$ cat src/rtl/song_pkg.sv
`default_nettype none
// ============================================================================
//  Module   : song_pkg
//  Brief    : Shared widths, rest code and sequencer state encoding for the
//             song reader slice.
//  Revision : 1.0 - initial release
// ============================================================================
package song_pkg;

    localparam int SONG_W = 2;
    localparam int IDX_W  = 5;
    localparam int NOTE_W = 6;
    localparam int DUR_W  = 6;

    localparam logic [NOTE_W-1:0] REST_NOTE = '0;

    typedef enum logic [2:0] {
        ST_FETCH   = 3'd0,
        ST_LOAD    = 3'd1,
        ST_PLAY    = 3'd2,
        ST_ADVANCE = 3'd3,
        ST_DONE    = 3'd4,
        ST_STOP    = 3'd5
    } state_t;

endpackage : song_pkg
`default_nettype wire

$ cat src/rtl/song_reader_note_timer.sv
`default_nettype none
// ============================================================================
//  Module   : note_timer
//  Brief    : Beat down-counter for the current note; expire marks the beat
//             on which the note's last beat elapses.
//  Revision : 1.0 - initial release
// ============================================================================
module note_timer #(
    parameter int DUR_W = 6
) (
    input  logic             clk,
    input  logic             reset,
    input  logic             clear,
    input  logic             load,
    input  logic [DUR_W-1:0] dur,
    input  logic             en,
    input  logic             beat,
    output logic             expire
);

    localparam logic [DUR_W-1:0] c_one = {{(DUR_W-1){1'b0}}, 1'b1};

    logic [DUR_W-1:0] r_cnt;
    logic             w_tick;

    assign w_tick = en && beat;
    assign expire = w_tick && (r_cnt == c_one);

    always_ff @(posedge clk) begin
        if (reset || clear) begin
            r_cnt <= '0;
        end else if (load) begin
            r_cnt <= dur;
        end else if (w_tick && (r_cnt != '0)) begin
            r_cnt <= r_cnt - c_one;
        end
    end

endmodule : note_timer
`default_nettype wire

$ cat src/rtl/song_reader.sv
`default_nettype none
// ============================================================================
//  Module   : song_reader
//  Brief    : Walks the 32 slots of the selected song in song ROM, issues each
//             note to the player and holds it for its duration in beats.
//             SONG_READER_AUTOLOOP_EN: defined -> song repeats after the last
//             slot; undefined -> reader parks in STOP until reset/song change.
//  Revision : 1.0 - initial release
// ============================================================================
module song_reader
    import song_pkg::*;
#(
    parameter int SONG_W = song_pkg::SONG_W,
    parameter int IDX_W  = song_pkg::IDX_W,
    parameter int NOTE_W = song_pkg::NOTE_W,
    parameter int DUR_W  = song_pkg::DUR_W
) (
    input  logic                    clk,
    input  logic                    reset,
    input  logic                    play,
    input  logic [SONG_W-1:0]       song,
    input  logic                    beat,
    output logic [SONG_W+IDX_W-1:0] rom_addr,
    input  logic [NOTE_W+DUR_W-1:0] rom_dout,
    output logic                    new_note,
    output logic [NOTE_W-1:0]       note,
    output logic [DUR_W-1:0]        duration,
    output logic                    playing,
    output logic                    song_done
);

    localparam logic [IDX_W-1:0] c_last_idx = '1;
    localparam logic [IDX_W-1:0] c_idx_one  = {{(IDX_W-1){1'b0}}, 1'b1};

    state_t              r_state;
    logic [IDX_W-1:0]    r_idx;
    logic [SONG_W-1:0]   r_song_q;
    logic                r_new_note;
    logic [NOTE_W-1:0]   r_note;
    logic [DUR_W-1:0]    r_duration;
    logic                r_song_done;

    logic [NOTE_W-1:0]   w_rom_note;
    logic [DUR_W-1:0]    w_rom_dur;
    logic                w_song_change;
    logic                w_load;
    logic                w_expire;

    assign w_rom_note    = rom_dout[NOTE_W+DUR_W-1:DUR_W];
    assign w_rom_dur     = rom_dout[DUR_W-1:0];
    assign w_song_change = (song != r_song_q);
    // Zero-duration slots are skipped without touching the timer.
    assign w_load        = (r_state == ST_LOAD) && (w_rom_dur != '0) && !w_song_change;

    note_timer #(
        .DUR_W (DUR_W)
    ) u_note_timer (
        .clk    (clk),
        .reset  (reset),
        .clear  (w_song_change),
        .load   (w_load),
        .dur    (w_rom_dur),
        .en     ((r_state == ST_PLAY) && play),
        .beat   (beat),
        .expire (w_expire)
    );

    always_ff @(posedge clk) begin
        if (reset) begin
            r_state     <= ST_FETCH;
            r_idx       <= '0;
            r_song_q    <= song;
            r_new_note  <= 1'b0;
            r_note      <= '0;
            r_duration  <= '0;
            r_song_done <= 1'b0;
        end else begin
            r_new_note  <= 1'b0;
            r_song_done <= 1'b0;
            if (w_song_change) begin
                r_state  <= ST_FETCH;
                r_idx    <= '0;
                r_song_q <= song;
            end else begin
                case (r_state)
                    ST_FETCH: begin
                        if (play) r_state <= ST_LOAD;
                    end
                    ST_LOAD: begin
                        if (w_rom_dur == '0) begin
                            r_state <= ST_ADVANCE;
                        end else begin
                            r_note     <= w_rom_note;
                            r_duration <= w_rom_dur;
                            r_new_note <= 1'b1;
                            r_state    <= ST_PLAY;
                        end
                    end
                    ST_PLAY: begin
                        if (w_expire) r_state <= ST_ADVANCE;
                    end
                    ST_ADVANCE: begin
                        if (r_idx == c_last_idx) begin
                            r_idx       <= '0;
                            r_song_done <= 1'b1;
                            r_state     <= ST_DONE;
                        end else begin
                            r_idx   <= r_idx + c_idx_one;
                            r_state <= ST_FETCH;
                        end
                    end
                    ST_DONE: begin
`ifdef SONG_READER_AUTOLOOP_EN
                        r_state <= ST_FETCH;
`else
                        r_state <= ST_STOP;
`endif
                    end
                    ST_STOP: begin
                        r_state <= ST_STOP;
                    end
                    default: begin
                        r_state <= ST_FETCH;
                    end
                endcase
            end
        end
    end

    assign rom_addr  = {r_song_q, r_idx};
    assign new_note  = r_new_note;
    assign note      = r_note;
    assign duration  = r_duration;
    assign song_done = r_song_done;
    assign playing   = (r_state == ST_PLAY) && play;

endmodule : song_reader
`default_nettype wire
$ cat config.mk
export PLATFORM = sky130hd
export DESIGN_NAME = song_reader
export DESIGN_NICKNAME = d
export VERILOG_FILES = /design/src/rtl/song_pkg.sv /design/src/rtl/song_reader_note_timer.sv /design/src/rtl/song_reader.sv
export SDC_FILE = /design/constraint.sdc
export NUM_CORES = 1
export LEC_CHECK = 0
export ABC_CLOCK_PERIOD_IN_PS = 1800
export CAP_MARGIN = 0
export CORE_ASPECT_RATIO = 0.75
export CORE_MARGIN = 4
export CORE_UTILIZATION = 45
export DETAILED_ROUTE_END_ITERATION = 10
export PLACE_DENSITY = 0.88
export SLEW_MARGIN = 10
export SYNTH_ARGS = -nofsm -noshare
export SYNTH_HDL_FRONTEND = slang
export SYNTH_SLANG_ARGS = --single-unit
$ cat constraint.sdc
create_clock -name clk -period 1.8 [get_ports clk]
set_input_delay 0.36 -clock clk [delete_from_list [all_inputs] [get_ports clk]]
set_output_delay 0.36 -clock clk [all_outputs]
set_load 0.01 [all_outputs]
Yosys cells after proc, flatten, opt, wreduce, memory -nomap -nowiden
Cells that the tools add are included.
{ "word_totals": {"inputBits": 18, "elab_cells": 56, "reg_bits": 30} }
{ "op_classes": {"n_mux": 12, "n_reduce_logical": 20, "n_addsub": 2, "n_bitwise": 4, "eq_ne": 10} }
{ "op_table": {"columns": ["cell", "n"], "rows": [
  ["$pmux W3 S5", 1],
  ["$mux W6", 2],
  ["$reduce_bool A6 Y1", 2],
  ["$mux W3", 3],
  ["$eq A3 B2 Y1 const B", 2],
  ["$eq A3 B3 Y1 const B", 2],
  ["$eq A6 B1 Y1 const B", 1],
  ["$logic_and A1 B1 Y1", 6],
  ["$logic_not A6 Y1", 1],
  ["$reduce_or A3 Y1", 2],
  ["$sub A6 B1 Y6 const B", 1],
  ["$add A5 B1 Y5 const B", 1],
  ["$eq A5 B5 Y1 const B", 1],
  ["$mux W5", 1],
  ["$mux W2", 2],
  ["$not A1 Y1", 4],
  ["$reduce_bool A2 Y1", 2],
  ["$reduce_or A2 Y1", 2],
  ["$eq A3 B1 Y1 const B", 1],
  ["$logic_not A3 Y1", 1],
  ["$mux W1", 3],
  ["$reduce_and A3 Y1", 1],
  ["$ne A2 B1 Y1 const B", 1],
  ["$ne A2 B2 Y1", 1],
  ["4 further kinds", 4]
]} }

Longest topological paths before layout
Gate-level depths: netlist of the first run.
{ "depth": {"word_depth": 6, "ltp_mapped": 6} }

Hierarchy
Synthesis of the first run repeated with hierarchy kept, for this count alone.
{ "hier_totals": {"cells_unflattened": 158, "hier_area_um2": 1476.4} }
{ "by_module_without_submodules": {"columns": ["module", "n_inst", "area_per_inst_um2", "cells_each", "seq_area_each_um2"], "rows": [
  ["song_reader", 1, 1088.5, 112, 500.5],
  ["note_timer", 1, 387.9, 46, 120.1]
]} }

Worst setup path before layout of the first run
OpenSTA, ideal clock, no wires.
{ "synth_path": {"path_kind": "flip-flop to flip-flop", "start": "reg r_idx[0]", "end": "reg r_idx[3]", "arrival_ps": 1601, "setup_time_ps": 71, "stages_incl_launch_ff": 6, "setup_slack_ps": 127, "required_ps": 1729, "path_buffers": 0, "cell_sequence": "dfxtp_1 -> ha_1 -> and3_1 -> ha_1 -> or4_1 -> a21oi_1"} }
{ "synth_between": {"elab_chain_cells": 2, "word_cells_on_any_way": 3} }
{ "synth_rtl": {"columns": ["item", "line", "rtl"], "rows": [
  ["start: declaration", "song_reader.sv:36", "logic [IDX_W-1:0] r_idx;"],
  ["start signal: assignment", "song_reader.sv:108", "r_idx <= r_idx + c_idx_one;"],
  ["$add A5 B1 Y5 or $eq A5 B5 Y1 (tied branches)", "song_reader.sv:108, song_reader.sv:103", null],
  ["$mux W5 *", "song_reader.sv:103", "if (r_idx == c_last_idx) begin"]
]} }
Mark *: on every way between the ends. The rest lies on a longest branch, timed or not.
A chain may end at the register's enable or synchronous reset.

Worst setup path in the final report of the first run
{ "layout_path": {"start": "in play", "end": "out playing"} }
{ "layout_between": {"elab_chain_cells": 1} }
{ "layout_rtl": {"columns": ["item", "line", "rtl"], "rows": [
  ["start: declaration", "song_reader.sv:20", "input logic play,"],
  ["$logic_and A1 B1 Y1", "song_reader.sv:135", "assign playing = (r_state == ST_PLAY) && play;"],
  ["end: declaration", "song_reader.sv:28", "output logic playing,"]
]} }
Every way passes these cells.

==> results of run 1 <==
[cells by family (layout without fill, tap and decap cells)]
logic type	after synthesis	after routing	share of synthesized area, %
AOI/OAI and AO/OA	33	33	14.8
xor gates and xnor gates	3	3	2.03
and+or+nand+nor	75	75	27.5
DFF	30	30	48.0
buffers and inverters	9	60	2.81
adders and majority gates	5	5	4.84
[registers in the layout, summed over array words and instances, names as in the netlist]
signal,flops
duration,6
note,6
u_note_timer.r_cnt,6
r_idx,5
r_state,3
r_song_q,2
new_note,1
song_done,1
[final cells by class]
type	instances	area [sq um]	share of cell area, %
multi-input combinational	116	636	34.1
sequential	30	622	33.3
timing repair buffer	48	457	24.5
clock buffer	7	86.3	4.63
tap	36	45.0	2.41
inverter	4	15.0	0.805
clock inverter	1	5.00	0.268
[path summary, 6_finish.rpt]
check / end / start / cells after the start / slack (ns)
max: playing / play / 3 / 0.06
min: note[2]$_SDFFE_PP0P_ / note[2]$_SDFFE_PP0P_ / 2 / 0.46
max reg2reg: r_idx[2]$_SDFFE_PP0N_ / r_idx[0]$_SDFFE_PP0N_ / 5 / 0.07
min reg2reg: note[2]$_SDFFE_PP0P_ / note[2]$_SDFFE_PP0P_ / 2 / 0.46
[worst min-delay path, cell delays in order, from the launching register on]
cell and delay [ns]:
dfxtp_1 0.31, nand2_1 0.05, a21oi_1 0.05
[report_power, final]
| group | leakage, nW | switching (mW) | total [mW] | internal, mW |
|---|---|---|---|---|
| Clock | 0.0482 | 0.242 | 0.549 | 0.307 |
| Combinational | 0.363 | 0.0506 | 0.115 | 0.0648 |
| Sequential | 0.247 | 0.00576 | 0.687 | 0.681 |
[metal layers]
metal	global-route usage (%)	wire length, microns	part of all wire, %
met1	22.5	1440	40
met2	34.5	1820	50
met3	6.79	281	7.8
met4	6.69	64	1.8
met5	0	0	0
[synthesized netlist by cell type (3+ instances only)]
cell type	n	area share (%)
nand2_1	34	9.9
a31oi_1	8	3.9
inv_1	4	1.2
nand3_1	11	4.3
nor2_1	12	3.5
clkbuf_1	3	0.87
dfxtp_1	28	43
a21oi_1	18	7.0
o21ai_0	3	1.2
ha_1	5	4.8
[through the flow]
step | util (%) | setup WS, ns | TNS (ns)
6_report | 69.5 | 0.0565 | 0
2_1_floorplan | - | 0.127 | 0
3_3_place_gp | 66.1 | -0.212 | -0.333
3_5_place_dp | 66.1 | -0.203 | -0.514
5_1_grt | 69.5 | 0.0133 | 0
4_1_cts | 69.5 | 0.0576 | 0
[timing repair]
item	in CTS	in global routing
endpoints found under the hold margin	0	0
gates resized for setup	1	1
hold buffers	0	0
setup buffers	0	0
endpoints found under the setup margin	1	1
==> impl_metrics.py, run 1 <==
metrics = {
    "critical_path": {
        "cpPeakStageDelay_ns": 0.48,
        "cp.arrival_ns": 1.38,
        "critPathLaunchType": "input port",
        "worstSetupPathType": "input port to output port",
        "worstPathRequired_ns": 1.44,
        "cp_slowest_cell": "clkdlybuf4s50_1",
        "cp_max_fo": 3,
        "crit_buf_inv": 2,
        "cpLargestDelayFamily": "buffers and inverters",
        "cp_cell_sequence": "clkdlybuf4s50_1 > and4bb_1 > dlygate4sd2_1",
        "crit_path_end_kind": "output port",
    },
    "logic_synthesis": {
        "synth_seq_cells": 30,
        "yosysSeqAreaShare_pct": 48.0,
        "syn_area_sq_mm": 0.00129,
        "ys.flop_type": "dfxtp_1",
        "postSynthAreaPerCell_sq_um": 8.34,
        "syn_inst": 155,
        "async_reset_ff_share_pct": 0,
        "yosysWarnings": 0,
        "synth.net_count": 178,
        "synth_edf_count": 2,
        "yosysUniqueCellTypes": 31,
    },
    "clock_network": {
        "cts.htree.levels": 2,
        "cts_tree": "built",
        "clkTransAtPathRegs_ns": 0.06,
        "insertion_delay_ns": 0.29,
        "clock_path_buffers": 2,
        "cts_buffers": 5,
        "cts-root-buf": "clkbuf_8",
        "cts.sinks": 30,
    },
    "final_layout": {
        "finish.net_count": 228,
        "area_growth_pct": 44.3,
        "fin_cells": 242,
        "layout_commonest_cell": "clkdlybuf4s50_1",
        "finalInstanceArea_sq_mm": 0.00187,
        "fillers": 206,
        "layout_common_cells": "clkdlybuf4s50_1 (38), nand2_1 (34), dfxtp_1 (27)",
        "antennaDiodeCount": 0,
        "drive_gt1_share_pct": 9.22,
    },
    "pwr": {
        "irDropWorstVdd_mv": 0.434,
        "total_power_mw": 1.35,
        "powerDensity_mw_per_mm2": 725,
        "power.leakage_nw": 0.658,
    },
    "route": {
        "drt_first_pass_iters": 5,
        "routed-via-count": 1335,
        "drc_errors": 0,
        "drt_iter0_drc": 74,
        "totalWireLength_mm": 3.61,
        "drtAntennaViolNets": 0,
        "vias_per_cell": 5.52,
        "avgRoutedWirePerCell_microns": 14.9,
    },
    "sta": {
        "slew_headroom_pct": 75.8,
        "setup_viol": 0,
        "fmax_mhz": 574,
        "rsz0062_at_grt": "false",
        "tightestPinTransition_ns": 0.361,
        "clock_skew_ns": 0.00647,
        "period_share_pct": 96.9,
        "final_hold_viol_count": 0,
        "period_needed_ns": 1.74,
        "drv_slew": 0,
        "whs_ns": 0.457,
    },
    "placed_design": {
        "finalWeightedCongestion": 0.768,
        "place_hpwl_mm": 2.71,
        "place_area_sq_mm": 0.00177,
        "portBuffers": 39,
        "dp_cells": 234,
    },
    "die": {
        "fp.dieH_microns": 54.4,
        "die_w_microns": 69.9,
        "die_area_sq_mm": 0.00380,
        "io_pins": 40,
        "initial_utilization_pct": 48.2,
        "num_rows": 16,
        "core_sq_mm": 0.00268,
    },
    "grt": {
        "grt.total_usage_pct": 19.4,
        "grt_first_pass_wirelength_mm": 5.66,
        "grt_max_degree": 18,
        "grt_pass1_vias": 1247,
        "gr-total-overflow": 0,
        "antenna_found_initial": 0,
    },
    "flow_run": {
        "maxCapViolCount": 0,
    },
    "outcome": {
        "status": "finished, final reports clean",
    },
    "hold_path": {
        "worst_hold_path_type": "flop to flop",
    },
}
Note: power is estimated with default switching activity, not from simulation.
==> run 2, diff against run 1 <==
--- a/config.mk
+++ b/config.mk
@@ -10,6 +10,7 @@
 export CORE_ASPECT_RATIO = 0.75
 export CORE_MARGIN = 4
 export CORE_UTILIZATION = 45
+export CTS_BUF_LIST = sky130_fd_sc_hd__clkbuf_16
 export DETAILED_ROUTE_END_ITERATION = 10
 export PLACE_DENSITY = 0.88
 export SLEW_MARGIN = 10
==> run 2 against run 1 <==
- count of clock-buffer cells in the layout down 2
- core utilization up 2.0 points
- non-clock buffer count unchanged
- routed wire length up 6.6%
- cell count unchanged
- first-iteration DRC count up 20%
- critical path type unchanged
- global-route usage up 0.95 points
==> impl_metrics.py, run 2 (synthesis gave the netlist of run 1 again) <==
metrics = {
    "outcome": {
        "status": "finished, final reports clean",
    },
    "sta": {
        "period_needed_ns": 1.74,
        "rsz0062_at_grt": "false",
        "setup_viol": 0,
        "slew_headroom_pct": 75.4,
        "tightestPinTransition_ns": 0.368,
        "drv_slew": 0,
        "final_hold_viol_count": 0,
        "fmax_mhz": 573,
        "period_share_pct": 96.9,
        "clock_skew_ns": 0.00493,
        "tns_ns": 0,
    },
    "clock_network": {
        "insertion_delay_ns": 0.27,
        "cts.htree.levels": 2,
        "clock_path_buffers": 2,
        "postCtsSetupBuffers": 0,
        "clkTransAtPathRegs_ns": 0.05,
        "cts_buffers": 5,
        "cts-root-buf": "clkbuf_16",
        "cts.sinks": 30,
        "cts_tree": "built",
    },
    "critical_path": {
        "crit_path_end_kind": "output port",
        "cp_max_fo": 3,
        "crit_path_start": "play",
        "worstSetupPathType": "input port to output port",
        "r2r-start": "r_idx[0]$_SDFFE_PP0N_",
        "worstPathRequired_ns": 1.44,
        "critPathLaunchType": "input port",
        "cp.arrival_ns": 1.38,
    },
    "placed_design": {
        "finalWeightedCongestion": 0.768,
        "place_hpwl_mm": 2.71,
        "portBuffers": 39,
        "dp_cells": 234,
    },
    "flow_run": {
        "maxCapViolCount": 0,
    },
    "hold_path": {
        "min-delay-start": "note[2]$_SDFFE_PP0P_",
        "worst_hold_path_type": "flop to flop",
    },
    "final_layout": {
        "antennaDiodeCount": 0,
        "multiInputGateArea_sq_um": 643,
        "fillers": 196,
        "fin_cells": 242,
        "layout_commonest_cell": "clkdlybuf4s50_1",
        "layout_common_cells": "clkdlybuf4s50_1 (38), nand2_1 (34), dfxtp_1 (28)",
        "area_growth_pct": 48.4,
        "finish.net_count": 228,
        "drive_gt1_share_pct": 9.22,
        "seq_area_sq_um": 621,
    },
    "grt": {
        "grt_pass1_vias": 1320,
        "grt.total_usage_pct": 20.4,
        "antenna_found_initial": 0,
        "gr-total-overflow": 0,
        "grt_max_degree": 18,
        "grt_first_pass_wirelength_mm": 5.89,
    },
    "route": {
        "drt_first_pass_iters": 4,
        "drt_iter0_drc": 89,
        "totalWireLength_mm": 3.85,
        "routed-via-count": 1350,
        "avgRoutedWirePerCell_microns": 15.9,
        "drc_errors": 0,
        "vias_per_cell": 5.58,
        "drtAntennaViolNets": 0,
    },
    "die": {
        "fp.dieH_microns": 54.4,
        "io_pins": 40,
        "die_area_sq_mm": 0.00380,
        "core_sq_mm": 0.00268,
        "initial_utilization_pct": 48.2,
        "die_w_microns": 69.9,
        "num_rows": 16,
    },
    "pwr": {
        "power.leakage_nw": 0.683,
        "irDropWorstVdd_mv": 0.537,
        "powerDensity_mw_per_mm2": 819,
    },
}
run 2: worst paths after layout:
| path | endpoint | slack [ns] | cells past startpoint |
|---|---|---|---|
| max | playing | 0.06 | 3 |
| min | note[2]$_SDFFE_PP0P_ | 0.45 | 2 |
| min reg2reg | note[2]$_SDFFE_PP0P_ | 0.45 | 2 |
| max reg2reg | r_idx[3]$_SDFFE_PP0N_ | 0.06 | 5 |
run 2: final cells by class:
type	instances	share of cell area (%)
flip-flops and latches	30	32.4
multi-input cells	116	33.5
clock buffers	5	6.52
clock inverters	3	0.652
well taps	36	2.35
inverters	4	0.783
repair buffers	48	23.8
run 2: what timing repair did:
item | in CTS | in global routing
setup endpoints to repair | 1 | 1
hold buffers | 0 | 0
resized for setup | 1 | 2
pin swaps | 0 | 0
run 2: layer usage:
metal / vias to the layer above / track usage [%] / wire length [microns]
met4: 0 / 9.55 / 82
li1: 642 / - / -
met5: - / 0 / 0
met3: 11 / 6.79 / 304
met1: 618 / 22.9 / 1530
met2: 79 / 36.2 / 1930
run 2: where the power goes:
part / internal, mW / leakage [nW] / total [mW] / switching (mW)
clock network: 0.497 / 0.0724 / 0.765 / 0.269
logic: 0.0649 / 0.364 / 0.117 / 0.0526
registers: 0.683 / 0.246 / 0.689 / 0.00563
run 2: through the flow:
step	hold WS (ns)	power (mW)	area, sq um	util, %	setup slack (ns)
2_1_floorplan	0.429	0.742	1290	-	0.127
3_3_place_gp	0.441	0.811	1770	66.1	-0.212
3_5_place_dp	0.450	0.815	1770	66.1	-0.203
4_1_cts	0.457	1.58	1910	71.2	0.0594
5_1_grt	0.486	1.62	1920	71.5	0.0232
6_report	0.455	1.57	1920	71.5	0.0554
run 2: worst max-delay path, cell delays in order:
cell and delay (ns):
clkdlybuf4s50_1 0.48, and4bb_1 0.26, dlygate4sd2_1 0.29
==> run 3, diff against run 2 <==
--- a/config.mk
+++ b/config.mk
@@ -8,7 +8,6 @@
 export ABC_CLOCK_PERIOD_IN_PS = 1800
 export CAP_MARGIN = 0
 export CORE_ASPECT_RATIO = 0.75
-export CORE_MARGIN = 4
 export CORE_UTILIZATION = 45
 export CTS_BUF_LIST = sky130_fd_sc_hd__clkbuf_16
 export DETAILED_ROUTE_END_ITERATION = 10
==> run 3 against run 2 <==
- routed wire length shrank 5.7%
- largest cell class unchanged
- cell count is the same
- critical path depth is the same
- sequential share of layout area grew 0.13 points
- clock skew grew 0.0022 ns
- hold slack is essentially flat
- count of clock-buffer cells in the layout is the same
- critical path type unchanged
- die area shrank 19%
- fmax shrank 0.73%
==> impl_metrics.py, run 3 (synthesis gave the netlist of run 1 again) <==
metrics = {
    "pwr": {
        "pwr-share-seq_pct": 43.7,
        "irDropWorstVdd_mv": 0.522,
        "total_power_mw": 1.58,
        "internal-power_mw": 1.24,
        "p_switching_mw": 0.333,
        "pwr-share-clk_pct": 48.9,
        "combPwrFrac_pct": 7.4,
        "powerDensity_mw_per_mm2": 825,
        "power.leakage_nw": 0.679,
        "p_sw_share_pct": 21.1,
    },
    "grt": {
        "gr-total-overflow": 0,
        "grt_pass1_vias": 1328,
        "grt.total_usage_pct": 25.6,
        "grt_first_pass_wirelength_mm": 6.03,
        "grt_max_degree": 18,
        "antenna_found_initial": 0,
    },
    "clock_network": {
        "clkTransAtPathRegs_ns": 0.05,
        "cts_buffers": 5,
        "cts-root-buf": "clkbuf_16",
        "insertion_delay_ns": 0.28,
        "holdBufCountCts": 0,
        "cts.htree.levels": 2,
        "cts_tree": "built",
        "cts.sinks": 30,
        "clock_path_buffers": 2,
    },
    "hold_path": {
        "min-delay-start": "duration[5]$_SDFFE_PP0P_",
        "whs_endpoint": "duration[5]$_SDFFE_PP0P_",
        "worst_hold_path_type": "flop to flop",
        "min_path_cells": 2,
    },
    "die": {
        "initial_utilization_pct": 48.5,
        "die_area_sq_mm": 0.00309,
        "fp.dieH_microns": 48.4,
        "core_sq_mm": 0.00266,
        "die_w_microns": 63.9,
        "num_rows": 16,
        "io_pins": 40,
    },
    "critical_path": {
        "worstSetupPathType": "input port to output port",
        "worstPathRequired_ns": 1.44,
        "crit_path_end_kind": "output port",
        "cp.arrival_ns": 1.40,
        "r2r_slack_ns": 0.14,
        "cp_max_fo": 3,
        "r2r_end": "r_idx[2]$_SDFFE_PP0N_",
        "worstRegToRegCells": 5,
        "critPathLaunchType": "input port",
        "r2r-start": "r_idx[1]$_SDFFE_PP0N_",
    },
    "final_layout": {
        "layout_commonest_cell": "clkdlybuf4s50_1",
        "antennaDiodeCount": 0,
        "drive_gt1_share_pct": 9.22,
        "finish.net_count": 228,
        "utilization_pct": 71.9,
        "layout_common_cells": "clkdlybuf4s50_1 (38), nand2_1 (34), dfxtp_1 (27)",
        "area_growth_pct": 48.1,
        "finalInstanceArea_sq_mm": 0.00191,
    },
    "route": {
        "avgRoutedWirePerCell_microns": 15.0,
        "drtAntennaViolNets": 0,
        "routed-via-count": 1354,
        "drt_iter0_drc": 69,
        "drt_first_pass_iters": 4,
        "drc_errors": 0,
        "totalWireLength_mm": 3.63,
        "vias_per_cell": 5.60,
    },
    "sta": {
        "whs_ns": 0.455,
        "final_hold_viol_count": 0,
        "period_share_pct": 97.6,
        "fmax_mhz": 569,
        "slew_headroom_pct": 77.1,
        "period_needed_ns": 1.76,
        "clock_skew_ns": 0.00709,
        "setup_viol": 0,
        "drv_slew": 0,
        "tightestPinTransition_ns": 0.342,
        "rsz0062_at_grt": "false",
    },
    "placed_design": {
        "place_hpwl_mm": 2.47,
        "finalWeightedCongestion": 0.895,
        "portBuffers": 39,
        "place_area_sq_mm": 0.00177,
    },
    "outcome": {
        "status": "finished, final reports clean",
    },
    "flow_run": {
        "maxCapViolCount": 0,
    },
}
[run 3: metal layers]
metal  vias to the layer above  global-route usage (%)  part of all wire [%]
met5                         -                       0                     0
met4                         0                    9.85                   1.5
met3                         8                    6.84                   6.0
met2                        52                    42.6                    50
met1                       651                    31.5                    43
li1                        643                       -                     -
[run 3: repair_timing]
action                                  4_1_cts  5_1_grt
setup buffers                                 0        0
pin swaps                                     0        0
gates resized for setup                       1        2
endpoints found under the setup margin        1        1
[run 3: worst max-delay path: stages]
cell and delay (ns):
clkdlybuf4s50_1 0.49, and4bb_1 0.27, dlygate4sd2_1 0.28
[run 3: how the worst max path moves through the flow]
stage | start | to | slack [ns] | depth (start not counted)
floorplan | r_idx[0]$_SDFFE_PP0N_ | r_idx[3]$_SDFFE_PP0N_ | 0.13 | 5
global placement | play | playing | -0.20 | 3
detailed placement | play | playing | -0.21 | 3
CTS | play | playing | 0.05 | 3
global route | play | playing | 0.03 | 3
finish | play | playing | 0.04 | 3
[run 3: area by class of cell]
cell class	instances	area, sq um
repair buffers	48	457
well taps	36	45.0
inverters	4	15.0
clock buffers	5	125
flip-flops and latches	30	622
multi-input cells	116	638
clock inverters	3	12.5
fillers	193	748
[run 3: power groups by stage]
stage / logic, mW / registers [mW] / clock network, mW
2_1_floorplan: 0.0361 / 0.706 / 0
3_3_place_gp: 0.110 / 0.701 / 0
3_5_place_dp: 0.114 / 0.702 / 0
4_1_cts: 0.117 / 0.689 / 0.780
5_1_grt: 0.124 / 0.689 / 0.816
6_report: 0.117 / 0.689 / 0.772
[run 3: metrics by stage]
stage	setup TNS [ns]	cells	worst slack, ns
after floorplan	0	155	0.127
after global placement	-0.323	234	-0.203
after detailed placement	-0.583	234	-0.213
after CTS	0	242	0.0473
after global routing	0	242	0.0263
final	0	242	0.0426
